File: config.mk
export PLATFORM = sky130hd
export DESIGN_NAME = clint
export DESIGN_NICKNAME = d
export VERILOG_FILES = /design/src/rtl/clint_pkg.sv /design/src/rtl/clint_timer.sv /design/src/rtl/clint.sv
export SDC_FILE = /design/constraint.sdc
export NUM_CORES = 1
export LEC_CHECK = 0
export ABC_AREA = 1
export CAP_MARGIN = 20
export CORE_MARGIN = 1.5
export CORE_UTILIZATION = 55
export CTS_BUF_LIST = sky130_fd_sc_hd__clkbuf_4 sky130_fd_sc_hd__clkbuf_8 sky130_fd_sc_hd__clkbuf_16
export CTS_CLUSTER_SIZE = 8
export DETAILED_ROUTE_END_ITERATION = 10
export DONT_BUFFER_PORTS = 1
export GPL_ROUTABILITY_DRIVEN = 0
export PLACE_DENSITY = 0.7
export SLEW_MARGIN = 5
export SYNTH_ARGS = -nofsm -noshare
export SYNTH_HDL_FRONTEND = slang
export SYNTH_SLANG_ARGS = --single-unit
File: constraint.sdc
create_clock -name clk -period 4.9 [get_ports clk]
set_input_delay 0.98 -clock clk [delete_from_list [all_inputs] [get_ports clk]]
set_output_delay 0.98 -clock clk [all_outputs]
set_load 0.02 [all_outputs]
File: src/rtl/clint_pkg.sv
// Purpose: shared CLINT definitions -- register offsets, bus FSM states, byte-merge helper.
// Latency: n/a (package only).
// Backpressure: n/a.
// Build option: CLINT_PRESCALE_EN (consumed by clint_timer) enables the mtime prescaler.
package clint_pkg;

  // Register offsets relative to the CLINT base address.
  localparam logic [63:0] CLINT_MSIP     = 64'h0000_0000_0000_0000;
  localparam logic [63:0] CLINT_MTIMECMP = 64'h0000_0000_0000_4000;
  localparam logic [63:0] CLINT_MTIME    = 64'h0000_0000_0000_BFF8;

  typedef enum logic {
    IDLE = 1'b0,
    RESP = 1'b1
  } state_t;

  // Replace only the bytes of old_val selected by strobe with the bytes of new_val.
  function automatic logic [63:0] byte_merge(input logic [63:0] old_val,
                                             input logic [63:0] new_val,
                                             input logic [7:0]  strobe);
    logic [63:0] r;
    r = old_val;
    for (int i = 0; i < 8; i++) begin
      if (strobe[i]) r[i*8 +: 8] = new_val[i*8 +: 8];
    end
    return r;
  endfunction

endpackage

File: src/rtl/clint_timer.sv
// Purpose: mtime counter, mtimecmp register and registered timer-interrupt compare.
// Latency: writes visible the cycle after *_we; trint lags the registers by one cycle.
// Backpressure: none; write strobes are always accepted.
// Ports: clk/reset (sync, active-high); mtime_we/mtime_wdata and mtimecmp_we/mtimecmp_wdata
//        load full 64-bit values; mtime/mtimecmp expose current values; trint = mtime >= mtimecmp.
// Build option: CLINT_PRESCALE_EN -- tick mtime once every TICK_DIV cycles instead of every cycle.
module clint_timer #(
  parameter int TICK_DIV = 10
) (
  input  logic        clk,
  input  logic        reset,
  input  logic        mtime_we,
  input  logic [63:0] mtime_wdata,
  input  logic        mtimecmp_we,
  input  logic [63:0] mtimecmp_wdata,
  output logic [63:0] mtime,
  output logic [63:0] mtimecmp,
  output logic        trint
);

  if (TICK_DIV < 1) begin : g_bad_tick_div
    $error("clint_timer: TICK_DIV must be at least 1");
  end

  logic tick;

`ifdef CLINT_PRESCALE_EN
  localparam int PW = (TICK_DIV > 1) ? $clog2(TICK_DIV) : 1;
  localparam logic [PW-1:0] PRE_LAST = PW'(TICK_DIV - 1);

  logic [PW-1:0] pre_cnt;

  assign tick = (pre_cnt == PRE_LAST);

  // An mtime write restarts the prescale period so the new value lasts a full tick.
  always_ff @(posedge clk) begin
    if (reset)                 pre_cnt <= '0;
    else if (mtime_we || tick) pre_cnt <= '0;
    else                       pre_cnt <= pre_cnt + PW'(1);
  end
`else
  assign tick = 1'b1;
`endif

  // A software write wins over the increment in the same cycle.
  always_ff @(posedge clk) begin
    if (reset)         mtime <= '0;
    else if (mtime_we) mtime <= mtime_wdata;
    else if (tick)     mtime <= mtime + 64'd1;
  end

  always_ff @(posedge clk) begin
    if (reset)            mtimecmp <= '1;
    else if (mtimecmp_we) mtimecmp <= mtimecmp_wdata;
  end

  always_ff @(posedge clk) begin
    if (reset) trint <= 1'b0;
    else       trint <= (mtime >= mtimecmp);
  end

endmodule

File: src/rtl/clint.sv
// Purpose: core-local interruptor -- bus slave FSM, msip register, mtime/mtimecmp via clint_timer.
// Latency: request accepted combinationally in IDLE; response exactly one cycle later.
// Backpressure: resp_addr_ok is low while a response is pending; requester holds req_* until accepted.
// Ports: clk/reset (sync, active-high); req_valid/req_addr/req_write/req_strobe/req_data bus request;
//        resp_addr_ok accept, resp_data_ok/resp_data response; swint/trint interrupts to csr.
// Build option: CLINT_PRESCALE_EN -- mtime ticks every TICK_DIV cycles (see clint_timer).
module clint
  import clint_pkg::*;
#(
  parameter logic [63:0] BASE     = 64'h0200_0000,
  parameter int          TICK_DIV = 10
) (
  input  logic        clk,
  input  logic        reset,
  input  logic        req_valid,
  input  logic [63:0] req_addr,
  input  logic        req_write,
  input  logic [7:0]  req_strobe,
  input  logic [63:0] req_data,
  output logic        resp_addr_ok,
  output logic        resp_data_ok,
  output logic [63:0] resp_data,
  output logic        swint,
  output logic        trint
);

  localparam logic [63:0] ADDR_MSIP     = BASE + CLINT_MSIP;
  localparam logic [63:0] ADDR_MTIMECMP = BASE + CLINT_MTIMECMP;
  localparam logic [63:0] ADDR_MTIME    = BASE + CLINT_MTIME;

  state_t      state, state_nxt;
  logic [63:0] addr_q, data_q, rdata_q, rd_val;
  logic        write_q;
  logic [7:0]  strobe_q;
  logic        msip;
  logic        do_write;
  logic [63:0] mtime, mtimecmp;

  // Reset gates both handshake outputs so an aborted transaction never signals completion.
  always_comb begin
    state_nxt    = state;
    resp_addr_ok = 1'b0;
    resp_data_ok = 1'b0;
    case (state)
      IDLE: begin
        if (req_valid && !reset) begin
          resp_addr_ok = 1'b1;
          state_nxt    = RESP;
        end
      end
      RESP: begin
        resp_data_ok = !reset;
        state_nxt    = IDLE;
      end
      default: state_nxt = IDLE;
    endcase
  end

  always_ff @(posedge clk) begin
    if (reset) state <= IDLE;
    else       state <= state_nxt;
  end

  always_comb begin
    rd_val = '0;
    if (req_addr == ADDR_MSIP)          rd_val = {63'd0, msip};
    else if (req_addr == ADDR_MTIMECMP) rd_val = mtimecmp;
    else if (req_addr == ADDR_MTIME)    rd_val = mtime;
  end

  // Read data is captured at the accept edge; writes return zero data.
  always_ff @(posedge clk) begin
    if (reset) begin
      addr_q   <= '0;
      data_q   <= '0;
      write_q  <= 1'b0;
      strobe_q <= '0;
      rdata_q  <= '0;
    end else if (resp_addr_ok) begin
      addr_q   <= req_addr;
      data_q   <= req_data;
      write_q  <= req_write;
      strobe_q <= req_strobe;
      rdata_q  <= req_write ? 64'd0 : rd_val;
    end
  end

  assign resp_data = resp_data_ok ? rdata_q : 64'd0;

  // Writes commit at the end of the RESP cycle.
  assign do_write = (state == RESP) && write_q && !reset;

  always_ff @(posedge clk) begin
    if (reset) msip <= 1'b0;
    else if (do_write && (addr_q == ADDR_MSIP) && strobe_q[0]) msip <= data_q[0];
  end

  always_ff @(posedge clk) begin
    if (reset) swint <= 1'b0;
    else       swint <= msip;
  end

  clint_timer #(
    .TICK_DIV(TICK_DIV)
  ) u_timer (
    .clk           (clk),
    .reset         (reset),
    .mtime_we      (do_write && (addr_q == ADDR_MTIME)),
    .mtime_wdata   (byte_merge(mtime, data_q, strobe_q)),
    .mtimecmp_we   (do_write && (addr_q == ADDR_MTIMECMP)),
    .mtimecmp_wdata(byte_merge(mtimecmp, data_q, strobe_q)),
    .mtime         (mtime),
    .mtimecmp      (mtimecmp),
    .trint         (trint)
  );

endmodule

---- After elaboration in Yosys (flattened, before gate mapping) ----
Cells that the tools add are included.
storage, ports and cells
  output and inout bits ................... 68
  register bits ........................... 333
  bits of input ports ..................... 140
cells by class
  order comparisons ....................... 1
  bitwise operators ....................... 1
  mux-type cells .......................... 18
  equality and inequality tests ........... 14
  add/subtract/negate cells ............... 1
  reductions and logical operators ........ 16
operator list
  operator                                                            number
  64-bit by 26-bit == test with 1-bit output (second input constant)  6
  64-bit two-way mux                                                  6
  64-bit by 1-bit adder with 64-bit output (second input constant)    1
  64-bit greater-or-equal comparator                                  1
  8-bit two-way mux                                                   8
  2-bit inequality test (second input constant)                       8
  2-bit AND reduction                                                 8
  1-bit logical AND                                                   7
  1-bit two-way mux                                                   3
  1-bit one-hot mux with 2 select lines                               1
  1-bit logical NOT                                                   1
  1-bit NOT                                                           1

---- Longest topological paths before layout ----
Gate-level depths: netlist of run 1.
  depth in word-level cells ............... 5
  depth in mapped cells ................... 17

---- Modules after synthesis ----
From an unflattened synthesis of run 1, not the netlist that was laid out.
unflattened totals
  cells, all modules ...................... 2,995
  area total of the unflattened synthesis .. 18,924.4 sq um
by module, submodules not included
  module       area an instance (sq um)  times used  cells an instance
  clint        10,571.4                  1           1,709
  clint_timer  8,353.0                   1           1,286

---- Worst setup path before layout of run 1 ----
No wires, ideal clock.
  kind .................................... input -> output
  start point ............................. input port reset
  end point ............................... output port resp_data[10]
  arrival ................................. 2.153 ns
  data required time ...................... 3.920 ns
  path slack .............................. 1.767 ns
  stages on the path ...................... 5
  buffers on the path ..................... 2
  cells stage by stage .................... buf_2 nor2_1 inv_2 clkbuf_1 nor2_1
on the way
  cells in the longest elaborated chain, start to end .. 3
ends and longest elaborated chain
  what                    line         source
  from (decl)             clint.sv:14  input logic reset,
  1-bit logical NOT       clint.sv:52  resp_data_ok = !reset;
  1-bit two-way mux       clint.sv:44  case (state)
  named net resp_data_ok  clint.sv:21  output logic resp_data_ok,
  64-bit two-way mux      clint.sv:88  assign resp_data = resp_data_ok ? rdata_q : 64'd0;
  to (decl)               clint.sv:22  output logic [63:0] resp_data,
The timed path passes the listed nets, and every way through them passes these cells.

---- Worst setup path after layout of run 1 ----
  start point ............................. register state
  end point ............................... output port resp_data[60]
on the way
  cells in the longest elaborated chain, start to end .. 2
ends and longest elaborated chain
  what                    line         source
  from (decl)             clint.sv:31  state_t state, state_nxt;
  from (signal assigned)  clint.sv:61  else state <= state_nxt;
  1-bit two-way mux       clint.sv:44
  named net resp_data_ok  clint.sv:21
  64-bit two-way mux      clint.sv:88
The timed path passes the listed nets, and every way through them passes these cells.

==> impl_metrics.json, run 1 <==
{
  "finalSetupViolations": 0,
  "dr.first_iter.drc_count": 1186,
  "setup_tns_ns": 0,
  "dr.pass1.iters": 5,
  "drt-wirelength-per-cell_um": 14.9,
  "syn_nets": 3090,
  "finalClockSkew_ns": 0.0188,
  "area_growth_pct": 7.40,
  "vdd_drop_max_mv": 0.265,
  "root_buffer": "clkbuf_16",
  "vias_per_cell": 5.37,
  "synthTopCellsByArea": "dfxtp_1 36%, nand2_1 22%, inv_1 6.6%",
  "max_stage_delay_ns": 0.49,
  "rsz0062_at_grt": "false",
  "critPathKind": "flop to output pin",
  "arrival_ns": 2.68,
  "dieArea_um2": 34400,
  "grtUsageMet1": 0.368,
  "crit_required_ns": 3.92,
  "fin_util": 0.603,
  "slew_viol_final": 0,
  "cp_max_fo": 36,
  "drive_above_1_share": 0.0460,
  "grt_pass1_wl_mm": 79.6,
  "status": "completed",
  "fill_cells": 3299,
  "grt_use_met2": 0.484,
  "grt_max_degree": 140,
  "power_leakage_nw": 8.82,
  "groute.usage.overall": 0.286,
  "grt-ovfl-total": 0,
  "synthCells": 2885,
  "crit_slowest_cell": "nor2_1",
  "drc": 0,
  "p_per_area_nw_per_um2": 308,
  "mappedNetlistArea_um2": 18300,
  "ys_top_cells_by_count": "1049 x nand2_1, 333 x dfxtp_1, 323 x inv_1",
  "coreArea_um2": 32600,
  "cts_tree": "yes",
  "crit_path_frequent_cell": "nor2_1",
  "period_share": 0.748,
  "cts-resized-gates": 0,
  "cts.sinks": 333,
  "cts.path.max_buffers": 3,
  "syn_avg_cell_area_um2": 6.34,
  "clk_pin_slew_worst_paths_ns": 0.05,
  "crit_chain": "inv_1, nor2_1, inv_2, buf_4, nor2_1",
  "fp.dieW_um": 185,
  "die_y_um": 185,
  "use_met3": 0.0525,
  "synth_most_common_cell": "nand2_1",
  "fmax_mhz": 273,
  "vias": 17600,
  "cts_made_buffers": 48,
  "async_flop_share": 0,
  "io_pins": 208,
  "synth-edff-count": 0,
  "initial_core_util": 0.561,
  "yosysWarnings": 0,
  "rows": 66,
  "min_path_type": "flop to flop",
  "synth.largest_area_cell": "dfxtp_1",
  "cp-start-kind": "flop",
  "layout.nets": 3028,
  "ys_seq_area_frac": 0.364,
  "clkLatencyLatePin_ns": 0.57,
  "finalCriticalPeriod_ns": 3.66,
  "ys_ff_latch": 333,
  "h-tree-depth": 2,
  "grt_pass1_vias": 16500,
  "ctsHoldBuffers": 0,
  "synthFlopType": "dfxtp_1",
  "drt_wl_total_mm": 48.8,
  "synth.distinct_cells": 38,
  "max_cap_violations": 0,
  "reg2regPathDepth": 9,
  "tightest_slew_ns": 0.918,
  "max_slew_margin": 0.386,
  "hold_path_depth": 2,
  "end_kind": "output pin",
  "ant_nets": 0,
  "antenna_found_initial": 1,
  "dp_hpwl_mm": 35.3,
  "post_cts.repair.setup_buffers": 0,
  "portBuffers": 0,
  "yosysTopAreaCellShare": 0.364,
  "grt-busiest-layer": "met2",
  "hold_viol_final": 0
}
[final timing paths]
| path | startpoint | end | slack, ns |
|---|---|---|---|
| setup / recovery | state$_SDFF_PP0_ | resp_data[60] | 1.24 |
| setup reg to reg | addr_q[2]$_SDFFE_PP0P_ | u_timer.mtimecmp[21]$_SDFFE_PP1P_ | 2.49 |
| hold / removal | addr_q[18]$_SDFFE_PP0P_ | addr_q[18]$_SDFFE_PP0P_ | 0.45 |
| hold reg to reg | addr_q[18]$_SDFFE_PP0P_ | addr_q[18]$_SDFFE_PP0P_ | 0.45 |
[metal layers]
layer	share of wire	vias up
met5	0	-
met4	0.021	0
met3	0.065	85
met2	0.47	512
met1	0.45	8055
li1	-	8917
[critical path: cells and delay by family (launching register included)]
family,cells,cell delay [ns]
flip-flops,1,0.33
AND/OR/NAND/NOR,2,0.87
buffers and inverters,3,0.85
[kinds of logic (layout without fill, tap and decap cells)]
group	count (synthesis)	in the layout	synth area share
AND/OR/NAND/NOR	1666	1666	0.383
buffers and inverters	461	404	0.105
AO/OA/AOI/OAI	339	339	0.0939
flip-flops	333	333	0.364
adder cells (fa/ha/maj)	65	65	0.0444
XOR/XNOR	21	21	0.0100
other	0	1	0
[power breakdown]
group	total, mW	internal [mW]	switching [mW]
sequential	2.87	2.80	0.0770
combinational	0.248	0.0760	0.172
clock	2.92	1.75	1.17
[placed cells by master, fill, tap and decap left out, drive strengths merged, types with 4 or more instances in the layout]
master  count
nand4      45
dfxtp     333
and2        4
nor3       30
clkinv      5
inv       335
xor2       18
nand3b      7
clkbuf     50
or2         4
o21ai     123
ha         65
a21oi     211
nand3     229
buf        14
nand2    1051
nor2      292
[sequential cells by signal (all words and copies together), names as in the netlist]
register and count:
rdata_q 64, strobe_q 8, u_timer.trint 1, u_timer.mtimecmp 64
write_q 1, swint 1, state 1, msip 1
u_timer.mtime 64, addr_q 64, data_q 64
[layout make-up]
class	instances	area [um2]	share of cell area
flip-flops and latches	333	6670	0.339
diodes	1	2.50	0.000127
inverters	335	1260	0.0642
well taps	442	553	0.0281
clock inverters	5	90.1	0.00458
repair buffers	14	125	0.00637
multi-input cells	2091	9740	0.496
clock buffers	50	1220	0.0619
[per-stage QoR]
step,setup slack [ns],power (mW),hold WS [ns],area [um2],std cells
6_report,1.24,6.04,0.451,19700,3271
5_1_grt,1.07,6.27,0.466,19700,3271
4_1_cts,1.24,6.10,0.454,19600,3269
3_5_place_dp,1.28,3.18,0.446,18300,3214
3_3_place_gp,1.27,3.17,0.440,18300,3214
2_1_floorplan,1.77,3.12,0.425,18300,2885
Note: power is estimated with default switching activity, not from simulation.
==> run 2: changes to the inputs <==
Clock period 4.9 ns to 3.48 ns, I/O delays scaled along.
==> run 2 against run 1 <==
Effect of this change: combinational power increased by 41%; count of clock-buffer cells in the layout unchanged; register-to-register slack got worse by 1.4 ns; sequential share of layout area increased by 0.098 points; clock skew decreased by 0.0027 ns; die area unchanged; hold slack got worse by 0.23 ns; design area decreased by 0.29%; critical endpoint is now resp_data[61]; largest power group is now sequential cells.
==> impl_metrics.json, run 2 (synthesis gave the netlist of run 1 again) <==
{
  "tightest_slew_ns": 1.04,
  "power_leakage_nw": 8.80,
  "r2r-start": "u_timer.mtime[1]$_SDFFE_PP0P_",
  "drive_above_1_share": 0.0450,
  "post_cts.repair.setup_buffers": 0,
  "h-tree-depth": 2,
  "clkLatencyLatePin_ns": 0.56,
  "ff2ff_setup_slack_ns": 1.14,
  "fin_util": 0.601,
  "max_cap_violations": 0,
  "cts_tree": "yes",
  "rr_endpoint": "u_timer.mtime[32]$_SDFFE_PP0P_",
  "finalSetupViolations": 0,
  "vias_per_cell": 5.38,
  "p_total_mw": 8.43,
  "fill_cells": 3223,
  "cp-start-kind": "flop",
  "grt_pass1_vias": 16200,
  "final_cell_mix": "1049 x nand2_1, 333 x dfxtp_1, 322 x inv_1",
  "layout_setup_ws_ns": 0.539,
  "post-place-ws_ns": 0.770,
  "fin_cells": 3267,
  "hold_path_depth": 1,
  "fp.dieW_um": 185,
  "vdd_drop_max_mv": 0.356,
  "hold_slack_ns": 0.220,
  "end_kind": "output pin",
  "cts-resized-gates": 0,
  "finalCriticalPeriod_ns": 2.94,
  "drt-wirelength-per-cell_um": 15.0,
  "vias": 17600,
  "layout.nets": 3027,
  "groute.usage.overall": 0.287,
  "cp_max_fo": 36,
  "drc": 0,
  "ant_nets": 0,
  "hold_viol_final": 0,
  "fmax_mhz": 340,
  "rows": 66,
  "place_area_um2": 18400,
  "dr.first_iter.drc_count": 1394,
  "min_path_type": "primary input to flop",
  "portBuffers": 0,
  "drt_wl_total_mm": 49.1,
  "final_common_cell": "nand2_1",
  "cts.path.max_buffers": 3,
  "critPathKind": "flop to output pin",
  "ctsHoldBuffers": 0,
  "multiInputGateArea_um2": 9740,
  "cts.sinks": 333,
  "finalClockSkew_ns": 0.0162,
  "seqCellArea_um2": 6670,
  "setup_tns_ns": 0,
  "dpl.cell_count": 3215,
  "clk_pin_slew_worst_paths_ns": 0.05,
  "grt_max_degree": 273,
  "io_pins": 208,
  "area_growth_pct": 7.09,
  "coreArea_um2": 32600,
  "dp_hpwl_mm": 35.2,
  "worstHoldEndpoint": "rdata_q[0]$_SDFFE_PP0P_",
  "initial_core_util": 0.561,
  "status": "completed",
  "hp-start": "reset",
  "crit_required_ns": 2.78,
  "root_buffer": "clkbuf_16",
  "dieArea_um2": 34400,
  "dr.pass1.iters": 5,
  "slew_viol_final": 0,
  "arrival_ns": 2.24,
  "grt-ovfl-total": 0,
  "period_share": 0.845,
  "p_per_area_nw_per_um2": 430,
  "reg2regPathDepth": 10,
  "max_slew_margin": 0.305,
  "cts_made_buffers": 47,
  "die_y_um": 185,
  "stdcell_area_um2": 19600,
  "rsz0062_at_grt": "false",
  "antenna_found_initial": 0,
  "num_antenna_cells": 0,
  "grt_pass1_wl_mm": 79.6
}
## run 2: changes by cell type in the layout (fill, tap and decap cells not counted), sizes merged
cell | previous run | this run
diode | 1 | 0
inv | 335 | 336
clkinv | 5 | 1
## run 2: worst max path at each step
stage | end | start | depth (start not counted)
3_3_place_gp | resp_data[63] | reset | 4
5_1_grt | resp_data[63] | state$_SDFF_PP0_ | 5
2_1_floorplan | resp_data[10] | reset | 5
6_report | resp_data[61] | state$_SDFF_PP0_ | 5
4_1_cts | resp_data[63] | state$_SDFF_PP0_ | 5
3_5_place_dp | rdata_q[2]$_SDFFE_PP0P_ | req_addr[16] | 9
## run 2: layer usage
metal  track usage  up-vias  part of all wire
met1         0.373     8053              0.44
met3        0.0529       89             0.068
met2         0.480      528              0.46
met4        0.0885        0             0.025
li1              -     8913                 -
met5             0        -                 0
## run 2: final cells by class
| class | count | share of cell area |
|---|---|---|
| clock buffers | 50 | 0.0624 |
| well taps | 442 | 0.0282 |
| inverters | 335 | 0.0644 |
| repair buffers | 14 | 0.00664 |
| clock inverters | 2 | 0.00128 |
| flip-flops and latches | 333 | 0.340 |
| multi-input cells | 2091 | 0.497 |
## run 2: where the power goes
| part | total, mW | switching, mW | internal [mW] |
|---|---|---|---|
| registers | 4.05 | 0.111 | 3.94 |
| clock network | 4.03 | 1.59 | 2.44 |
| logic | 0.350 | 0.242 | 0.108 |
| total | 8.43 | 1.94 | 6.49 |
## run 2: worst max-delay path, stage by stage (launching register included)
cell	delay, ns
dfxtp_1	0.32
inv_1	0.07
nor2_1	0.55
inv_2	0.07
buf_4	0.26
nor2_1	0.39
